[src/rtl/cnna_mac_pipe_signed_if.sv]
// ---------------------------------------------------------------------------
// cnna_mac_pipe_signed_if
// Operand-stream and result-stream bundle for the signed MAC pipe.
//   in_valid/in_ready    operand beat handshake (in_a, in_b, in_first, in_last)
//   out_valid/out_ready  group result handshake (out_data, out_count, out_sat)
//   proto_err            sticky protocol error flag from the MAC
// Modports:
//   master  upstream / testbench side: drives operands and out_ready
//   slave   MAC side: drives in_ready, results and proto_err
// ---------------------------------------------------------------------------
interface cnna_mac_pipe_signed_if #(
    parameter int A_WIDTH   = 24,
    parameter int B_WIDTH   = 16,
    parameter int P_WIDTH   = 32,
    parameter int CNT_WIDTH = 16
);
    logic                        in_valid;
    logic                        in_ready;
    logic signed [A_WIDTH-1:0]   in_a;
    logic signed [B_WIDTH-1:0]   in_b;
    logic                        in_first;
    logic                        in_last;
    logic                        out_valid;
    logic                        out_ready;
    logic signed [P_WIDTH-1:0]   out_data;
    logic        [CNT_WIDTH-1:0] out_count;
    logic                        out_sat;
    logic                        proto_err;

    modport master (
        output in_valid, in_a, in_b, in_first, in_last, out_ready,
        input  in_ready, out_valid, out_data, out_count, out_sat, proto_err
    );

    modport slave (
        input  in_valid, in_a, in_b, in_first, in_last, out_ready,
        output in_ready, out_valid, out_data, out_count, out_sat, proto_err
    );
endinterface

[src/rtl/cnna_mac_pipe_signed.sv]
// ---------------------------------------------------------------------------
// cnna_mac_pipe_signed
// Pipelined signed multiply-accumulate for the CNN datapath. Operand pairs
// stream in; products of a group (in_first .. in_last) are summed into an
// ACC_WIDTH accumulator and one shifted, narrowed result is emitted per group.
//
// Ports:
//   ap_clk   clock, rising edge
//   ap_rst   synchronous active-high reset
//   bus      cnna_mac_pipe_signed_if.slave (operand stream, result stream,
//            sticky proto_err)
//
// Optional feature macro: CNNA_MAC_SAT_EN
//   defined   -> result is clamped to the signed P_WIDTH range, out_sat flags it
//   undefined -> result keeps the low P_WIDTH bits, out_sat is tied 0
//
// Pipeline: operand register -> MUL_STAGES product registers -> accumulate
// stage, whose output registers hold the group result. A single global enable
// (no result pending, or result being consumed) advances every stage at once.
// ---------------------------------------------------------------------------
module cnna_mac_pipe_signed #(
    parameter int A_WIDTH    = 24,
    parameter int B_WIDTH    = 16,
    parameter int ACC_WIDTH  = 48,
    parameter int P_WIDTH    = 32,
    parameter int MUL_STAGES = 2,
    parameter int OUT_SHIFT  = 0,
    parameter int CNT_WIDTH  = 16
) (
    input logic                    ap_clk,
    input logic                    ap_rst,
    cnna_mac_pipe_signed_if.slave  bus
);
    localparam int PW = A_WIDTH + B_WIDTH;

    logic en;
    assign en          = !bus.out_valid || bus.out_ready;
    assign bus.in_ready = en;

    // ---------------- operand register ----------------
    logic signed [A_WIDTH-1:0] a_reg;
    logic signed [B_WIDTH-1:0] b_reg;
    logic                      in_v_reg, in_f_reg, in_l_reg;

    always_ff @(posedge ap_clk) begin
        if (ap_rst) begin
            a_reg    <= '0;
            b_reg    <= '0;
            in_v_reg <= 1'b0;
            in_f_reg <= 1'b0;
            in_l_reg <= 1'b0;
        end else if (en) begin
            a_reg    <= bus.in_a;
            b_reg    <= bus.in_b;
            in_v_reg <= bus.in_valid;
            in_f_reg <= bus.in_first;
            in_l_reg <= bus.in_last;
        end
    end

    // Both operands are signed, so they are sign-extended to PW before the
    // multiply and the exact product fits.
    logic signed [PW-1:0] prod_comb;
    assign prod_comb = a_reg * b_reg;

    // ---------------- product pipeline ----------------
    genvar gi;
    generate
        for (gi = 0; gi < MUL_STAGES; gi++) begin : g_stage
            logic signed [PW-1:0] prod_src;
            logic                 v_src, f_src, l_src;
            logic signed [PW-1:0] prod_reg;
            logic                 v_reg, f_reg, l_reg;

            if (gi == 0) begin : g_src
                assign prod_src = prod_comb;
                assign v_src    = in_v_reg;
                assign f_src    = in_f_reg;
                assign l_src    = in_l_reg;
            end else begin : g_src
                assign prod_src = g_stage[gi-1].prod_reg;
                assign v_src    = g_stage[gi-1].v_reg;
                assign f_src    = g_stage[gi-1].f_reg;
                assign l_src    = g_stage[gi-1].l_reg;
            end

            always_ff @(posedge ap_clk) begin
                if (ap_rst) begin
                    prod_reg <= '0;
                    v_reg    <= 1'b0;
                    f_reg    <= 1'b0;
                    l_reg    <= 1'b0;
                end else if (en) begin
                    prod_reg <= prod_src;
                    v_reg    <= v_src;
                    f_reg    <= f_src;
                    l_reg    <= l_src;
                end
            end
        end
    endgenerate

    logic signed [PW-1:0] p_last;
    logic                 pv_last, pf_last, pl_last;
    assign p_last  = g_stage[MUL_STAGES-1].prod_reg;
    assign pv_last = g_stage[MUL_STAGES-1].v_reg;
    assign pf_last = g_stage[MUL_STAGES-1].f_reg;
    assign pl_last = g_stage[MUL_STAGES-1].l_reg;

    // ---------------- accumulate stage ----------------
    logic signed [ACC_WIDTH-1:0] acc_reg, acc_next, p_ext;
    logic        [CNT_WIDTH-1:0] cnt_reg, cnt_next;
    logic                        open_reg, proto_err_reg, restart;

    assign p_ext   = ACC_WIDTH'(p_last);
    // A beat without an open group is treated as a group start, so a missing
    // in_first still yields a sensible result (and raises proto_err).
    assign restart = pf_last || !open_reg;

    always_comb begin
        acc_next = acc_reg + p_ext;
        cnt_next = (&cnt_reg) ? cnt_reg : cnt_reg + 1'b1;
        if (restart) begin
            acc_next = p_ext;
            cnt_next = CNT_WIDTH'(1);
        end
    end

    always_ff @(posedge ap_clk) begin
        if (ap_rst) begin
            acc_reg       <= '0;
            cnt_reg       <= '0;
            open_reg      <= 1'b0;
            proto_err_reg <= 1'b0;
        end else if (en && pv_last) begin
            acc_reg  <= acc_next;
            cnt_reg  <= cnt_next;
            open_reg <= !pl_last;
            if (!pf_last && !open_reg)
                proto_err_reg <= 1'b1;
        end
    end

    // ---------------- output narrowing ----------------
    logic signed [P_WIDTH-1:0] data_next;
    logic                      sat_next;

`ifdef CNNA_MAC_SAT_EN
    localparam logic signed [ACC_WIDTH-1:0] SAT_MAX =
        (ACC_WIDTH'(1) << (P_WIDTH-1)) - ACC_WIDTH'(1);
    localparam logic signed [ACC_WIDTH-1:0] SAT_MIN = ~SAT_MAX;

    logic signed [ACC_WIDTH-1:0] shifted;
    assign shifted = acc_next >>> OUT_SHIFT;

    always_comb begin
        data_next = P_WIDTH'(shifted);
        sat_next  = 1'b0;
        if (shifted > SAT_MAX) begin
            data_next = P_WIDTH'(SAT_MAX);
            sat_next  = 1'b1;
        end else if (shifted < SAT_MIN) begin
            data_next = P_WIDTH'(SAT_MIN);
            sat_next  = 1'b1;
        end
    end
`else
    assign data_next = P_WIDTH'(acc_next >>> OUT_SHIFT);
    assign sat_next  = 1'b0;
`endif

    // ---------------- result registers ----------------
    logic                      out_valid_reg, out_sat_reg;
    logic signed [P_WIDTH-1:0] out_data_reg;
    logic [CNT_WIDTH-1:0]      out_count_reg;

    always_ff @(posedge ap_clk) begin
        if (ap_rst) begin
            out_valid_reg <= 1'b0;
            out_data_reg  <= '0;
            out_count_reg <= '0;
            out_sat_reg   <= 1'b0;
        end else if (en) begin
            if (pv_last && pl_last) begin
                out_valid_reg <= 1'b1;
                out_data_reg  <= data_next;
                out_count_reg <= cnt_next;
                out_sat_reg   <= sat_next;
            end else if (out_valid_reg) begin
                // en with a pending result means it is being consumed now
                out_valid_reg <= 1'b0;
            end
        end
    end

    assign bus.out_valid = out_valid_reg;
    assign bus.out_data  = out_data_reg;
    assign bus.out_count = out_count_reg;
`ifdef CNNA_MAC_SAT_EN
    assign bus.out_sat   = out_sat_reg;
`else
    assign bus.out_sat   = 1'b0;
`endif
    assign bus.proto_err = proto_err_reg;
endmodule

[src/flat_wrapper.sv]
// flat-port wrapper written by rule: the top's interface ports become plain ports
module cnna_mac_pipe_signed_flat 
#(
    parameter int A_WIDTH    = 24,
    parameter int B_WIDTH    = 16,
    parameter int ACC_WIDTH  = 48,
    parameter int P_WIDTH    = 32,
    parameter int MUL_STAGES = 2,
    parameter int OUT_SHIFT  = 0,
    parameter int CNT_WIDTH  = 16
)
  (ap_clk, ap_rst, bus_in_valid, bus_in_a, bus_in_b, bus_in_first, bus_in_last, bus_out_ready, bus_in_ready, bus_out_valid, bus_out_data, bus_out_count, bus_out_sat, bus_proto_err);
  cnna_mac_pipe_signed_if #(.A_WIDTH(A_WIDTH), .B_WIDTH(B_WIDTH), .P_WIDTH(P_WIDTH), .CNT_WIDTH(CNT_WIDTH)) bus_i ();
  input logic ap_clk;
  input logic ap_rst;
  input wire logic [$bits(bus_i.in_valid)-1:0] bus_in_valid;
  input wire logic [$bits(bus_i.in_a)-1:0] bus_in_a;
  input wire logic [$bits(bus_i.in_b)-1:0] bus_in_b;
  input wire logic [$bits(bus_i.in_first)-1:0] bus_in_first;
  input wire logic [$bits(bus_i.in_last)-1:0] bus_in_last;
  input wire logic [$bits(bus_i.out_ready)-1:0] bus_out_ready;
  output wire logic [$bits(bus_i.in_ready)-1:0] bus_in_ready;
  output wire logic [$bits(bus_i.out_valid)-1:0] bus_out_valid;
  output wire logic [$bits(bus_i.out_data)-1:0] bus_out_data;
  output wire logic [$bits(bus_i.out_count)-1:0] bus_out_count;
  output wire logic [$bits(bus_i.out_sat)-1:0] bus_out_sat;
  output wire logic [$bits(bus_i.proto_err)-1:0] bus_proto_err;
  assign bus_i.in_valid = bus_in_valid;
  assign bus_i.in_a = bus_in_a;
  assign bus_i.in_b = bus_in_b;
  assign bus_i.in_first = bus_in_first;
  assign bus_i.in_last = bus_in_last;
  assign bus_i.out_ready = bus_out_ready;
  assign bus_in_ready = bus_i.in_ready;
  assign bus_out_valid = bus_i.out_valid;
  assign bus_out_data = bus_i.out_data;
  assign bus_out_count = bus_i.out_count;
  assign bus_out_sat = bus_i.out_sat;
  assign bus_proto_err = bus_i.proto_err;
  cnna_mac_pipe_signed #(.A_WIDTH(A_WIDTH), .B_WIDTH(B_WIDTH), .ACC_WIDTH(ACC_WIDTH), .P_WIDTH(P_WIDTH), .MUL_STAGES(MUL_STAGES), .OUT_SHIFT(OUT_SHIFT), .CNT_WIDTH(CNT_WIDTH)) u_core (.ap_clk(ap_clk), .ap_rst(ap_rst), .bus(bus_i));
endmodule
[config.mk]
export PLATFORM = sky130hd
export DESIGN_NAME = cnna_mac_pipe_signed_flat
export DESIGN_NICKNAME = d
export VERILOG_FILES = /design/src/rtl/cnna_mac_pipe_signed_if.sv /design/src/rtl/cnna_mac_pipe_signed.sv /design/src/flat_wrapper.sv
export SDC_FILE = /design/constraint.sdc
export NUM_CORES = 1
export LEC_CHECK = 0
export CAP_MARGIN = 20
export CORE_ASPECT_RATIO = 0.6
export CORE_MARGIN = 2
export CORE_UTILIZATION = 30
export CTS_CLUSTER_DIAMETER = 60
export DETAILED_ROUTE_END_ITERATION = 7
export PLACE_DENSITY = 0.44
export SLEW_MARGIN = 20
export SYNTH_ARGS = -nofsm -noshare
export SYNTH_HDL_FRONTEND = slang
export SYNTH_SLANG_ARGS = --single-unit
[constraint.sdc]
create_clock -name ap_clk -period 13.45 [get_ports ap_clk]
set_input_delay 2.69 -clock ap_clk [delete_from_list [all_inputs] [get_ports ap_clk]]
set_output_delay 2.69 -clock ap_clk [all_outputs]
set_load 0.1 [all_outputs]
==> summary.log <==
INFO  clock_network  cts.root.buffer_cell=sky130_fd_sc_hd__clkbuf_16
INFO  global_routing maximum_number_of_pins_on_one_net_before_global_route_repair=90
INFO  drt            detail_route.drc_violations=0
INFO  place          place_ws=6045ps
INFO  critical_path  critPathRequiredTime=10,760ps
INFO  drt            vias=16,640
INFO  logic_synthesis synth_edf_count=0
INFO  drt            via_per_inst=4.747
INFO  sta            layout_min_cycle_time=7390ps
INFO  power          vdd_drop_max=0.07016mV
INFO  logic_synthesis netlist_cell_types=77
INFO  critical_path  reg2reg_depth=19
INFO  die            dieArea=72,850µm²
INFO  die            effective_utilization_at_floorplan=30.31%
INFO  power          static_power_due_to_leakage=0.01052µW
INFO  logic_synthesis yosys_warnings=0
INFO  logic_synthesis syn_avg_cell_area=8.297µm²
INFO  global_routing grt_first_pass_wirelength=98.43mm
INFO  cells_and_area layout.cells.most_common_list=485 x sky130_fd_sc_hd__nand2_1, 403 x sky130_fd_sc_hd__inv_1, 300 x sky130_fd_sc_hd__fa_1, 207 x sky130_fd_sc_hd__dfxtp_1, 183 x sky130_fd_sc_hd__a21oi_1
INFO  die            coreArea=69,910µm²
INFO  clock_network  clock_latency=550ps
INFO  clock_network  cts_hold_buffers_added=0
INFO  cells_and_area register_area=4250µm²
INFO  logic_synthesis synth_top_flop_cell=sky130_fd_sc_hd__dfxtp_1
INFO  drt            first_pass_iters=5
INFO  sta            skew=11.81ps
INFO  logic_synthesis synth-seq-area-share=20.03%
INFO  sta            rsz0062_at_grt=false
INFO  logic_synthesis gate_count_after_technology_mapping=2,554
INFO  drt            detail_route.iter0.violations=928
INFO  clock_network  post_cts_buffers=0
INFO  sta            setup_tns=0ps
INFO  critical_path  cp-start-kind=input port
INFO  critical_path  crit_path_end_kind=primary output
INFO  sta            final_setup_violating_endpoints=0
INFO  global_routing antenna_found_initial=0
INFO  critical_path  rrSetupSlack=6350ps
INFO  die            die_height=209.9µm
INFO  cells_and_area multiInputGateArea=14,900µm²
INFO  logic_synthesis synth_async_sr_flop_share=0%
INFO  critical_path  worstPathArrival=4700ps
INFO  critical_path  cp-startpoint=bus_out_ready
INFO  place          portBuffers=96
INFO  logic_synthesis mappedNetlistNets=3,021
INFO  clock_network  cts_tree=built
INFO  cells_and_area synthToLayoutAreaGrowth=12.30%
INFO  critical_path  r2r-end=u_core.g_stage[0].prod_reg[31]
INFO  worst_hold_path min-delay-path-class=flip-flop to flip-flop
INFO  critical_path  rr_startpoint=u_core.b_reg[10]
INFO  clock_network  post_cts.resized_instances=0
INFO  critical_path  critical_path.max_fanout=22
INFO  clock_network  ctsHtreeMaxLevel=1
INFO  logic_synthesis synth.ff_latch_count=212
INFO  cells_and_area final_cells=3,506
INFO  sta            tightestPinTransition=1141ps
INFO  sta            finalCritPeriodShare=54.94%
INFO  die            io_pins=98
INFO  place          placed_cells_incl_taps=3,459
INFO  cells_and_area number_of_flip_flops_under_the_largest_register_name=64
INFO  sta            clock.fmax=135.3MHz
INFO  drt            detail-route-antenna-nets=0
INFO  cells_and_area layout-drive-gt1-share=3.681%
INFO  die            die_x=347.1µm
INFO  logic_synthesis netlist_area=21,190µm²
INFO  power          power-per-cell-area=106.3nW/µm²
INFO  cells_and_area final_common_cell=sky130_fd_sc_hd__nand2_1
INFO  cells_and_area design.final.nets=3,029
INFO  sta            slew-limit-headroom=23.83%
INFO  drt            routed_wire_length_per_instance=16.98µm
INFO  critical_path  timing_worst_setup_path_type=input port to primary output
INFO  drt            wl=59.54mm
INFO  global_routing grt_remaining_overflow=0
INFO  clock_network  clock_sink_count=212
INFO  global_routing grtUsageTotal=16.91%
INFO  sta            timing_hold_violations_final=0
INFO  clock_network  cts_max_path_buffers=3
INFO  cells_and_area filler_cell_count=7,319
INFO  flow_run       drv_cap=0
INFO  place          gp_routability_congestion=0.8428
INFO  cells_and_area final_core_util=34.04%
INFO  place          place_hpwl=44.97mm
INFO  global_routing number_of_global_route_vias_before_repair=17,310
INFO  clock_network  path_clk_slew=60ps
INFO  critical_path  worst_setup_path_endpoint=bus_in_ready
INFO  die            row_count=75
INFO  sta            slew_violations=0
INFO  run_status     run_status=complete, no violations
INFO  sta            final.setup.worst_slack=6060ps
INFO  clock_network  cts_buffers=25
-- stage by stage --
step	cell area, µm²	total power [µW]	hold WS (ps)
6_report	23800	2531	441.6
5_1_grt	23800	2769	468.6
4_1_cts	23790	2582	443.3
3_5_place_dp	22930	1856	433.4
3_3_place_gp	22930	1851	434.8
2_1_floorplan	21190	1569	432.1
-- cells by family after synthesis --
logic type,count (synthesis),synth area share (%)
buffers and inverters,539,9.807
AO/OA/AOI/OAI,405,11.64
AND/OR/NAND/NOR,877,18.83
XOR/XNOR,85,3.513
flip-flops,212,20.03
adder cells (fa/ha/maj),421,35.48
multiplexers,14,0.6848
other,1,0.01770
-- cells in the mapped netlist, drive strengths merged, types with 11 or more instances --
cell type,number,area [µm²]
and2,159,996.0
a211oi,37,287.8
ha,121,1514
a21oi,185,929.6
nand4,11,75.07
nand2,486,1827
a21o,17,127.6
nor3,23,115.1
xor2,17,148.9
o21a,15,120.1
buf,15,100.1
xnor2,68,595.6
a22o,14,122.6
inv,404,1516
nor2,122,479.2
dfxtp,212,4244
clkbuf,120,461.7
fa,300,6006
o21ai,77,385.4
nand3,19,95.09
mux2i,13,130.1
-- worst min path at each step --
stage / from / endpoint / slack, ps / depth (start not counted)
after floorplan: u_core.g_stage[0].f_src / u_core.g_stage[0].f_src / 430 / 2
after global placement: u_core.bus.out_count[0] / u_core.bus.out_count[0] / 430 / 2
after detailed placement: u_core.bus.out_count[0] / u_core.bus.out_count[0] / 430 / 2
after CTS: u_core.bus.out_count[0] / u_core.bus.out_count[0] / 440 / 2
after global routing: u_core.g_stage[0].prod_reg[28] / u_core.g_stage[0].prod_reg[28] / 470 / 2
final: u_core.bus.out_count[0] / u_core.bus.out_count[0] / 440 / 2
-- report_power, final --
group	switching [µW]	internal (µW)	leakage, µW	total, µW
sequential	71.1	688	0.00174	759
combinational	614	454	0.00836	1070
clock	281	423	0.000429	704
total	966	1560	0.0105	2530
-- cell type report --
type	instances	share of cell area (%)
Multi-Input combinational cell	1803	62.60
Sequential cell	212	17.86
Inverter	404	6.383
Tap cell	924	4.858
Timing Repair Buffer	116	4.674
Clock buffer	40	3.328
Clock inverter	6	0.2892
Antenna cell	1	0.01052
-- worst max-delay path, stage by stage --
cell                              delay [ps]
sky130_fd_sc_hd__clkdlybuf4s50_1         500
sky130_fd_sc_hd__nor2b_4                  40
sky130_fd_sc_hd__buf_4                   210
sky130_fd_sc_hd__inv_4                   100
sky130_fd_sc_hd__clkdlybuf4s50_1        1130
-- routing by layer --
layer | GRT usage (%) | share of wire (%)
met3 | 2.482 | 5.1
met4 | 2.384 | 1.2
met1 | 26.14 | 52
met5 | 0 | 0
met2 | 25.21 | 41
(Power assumes the default switching activity.)
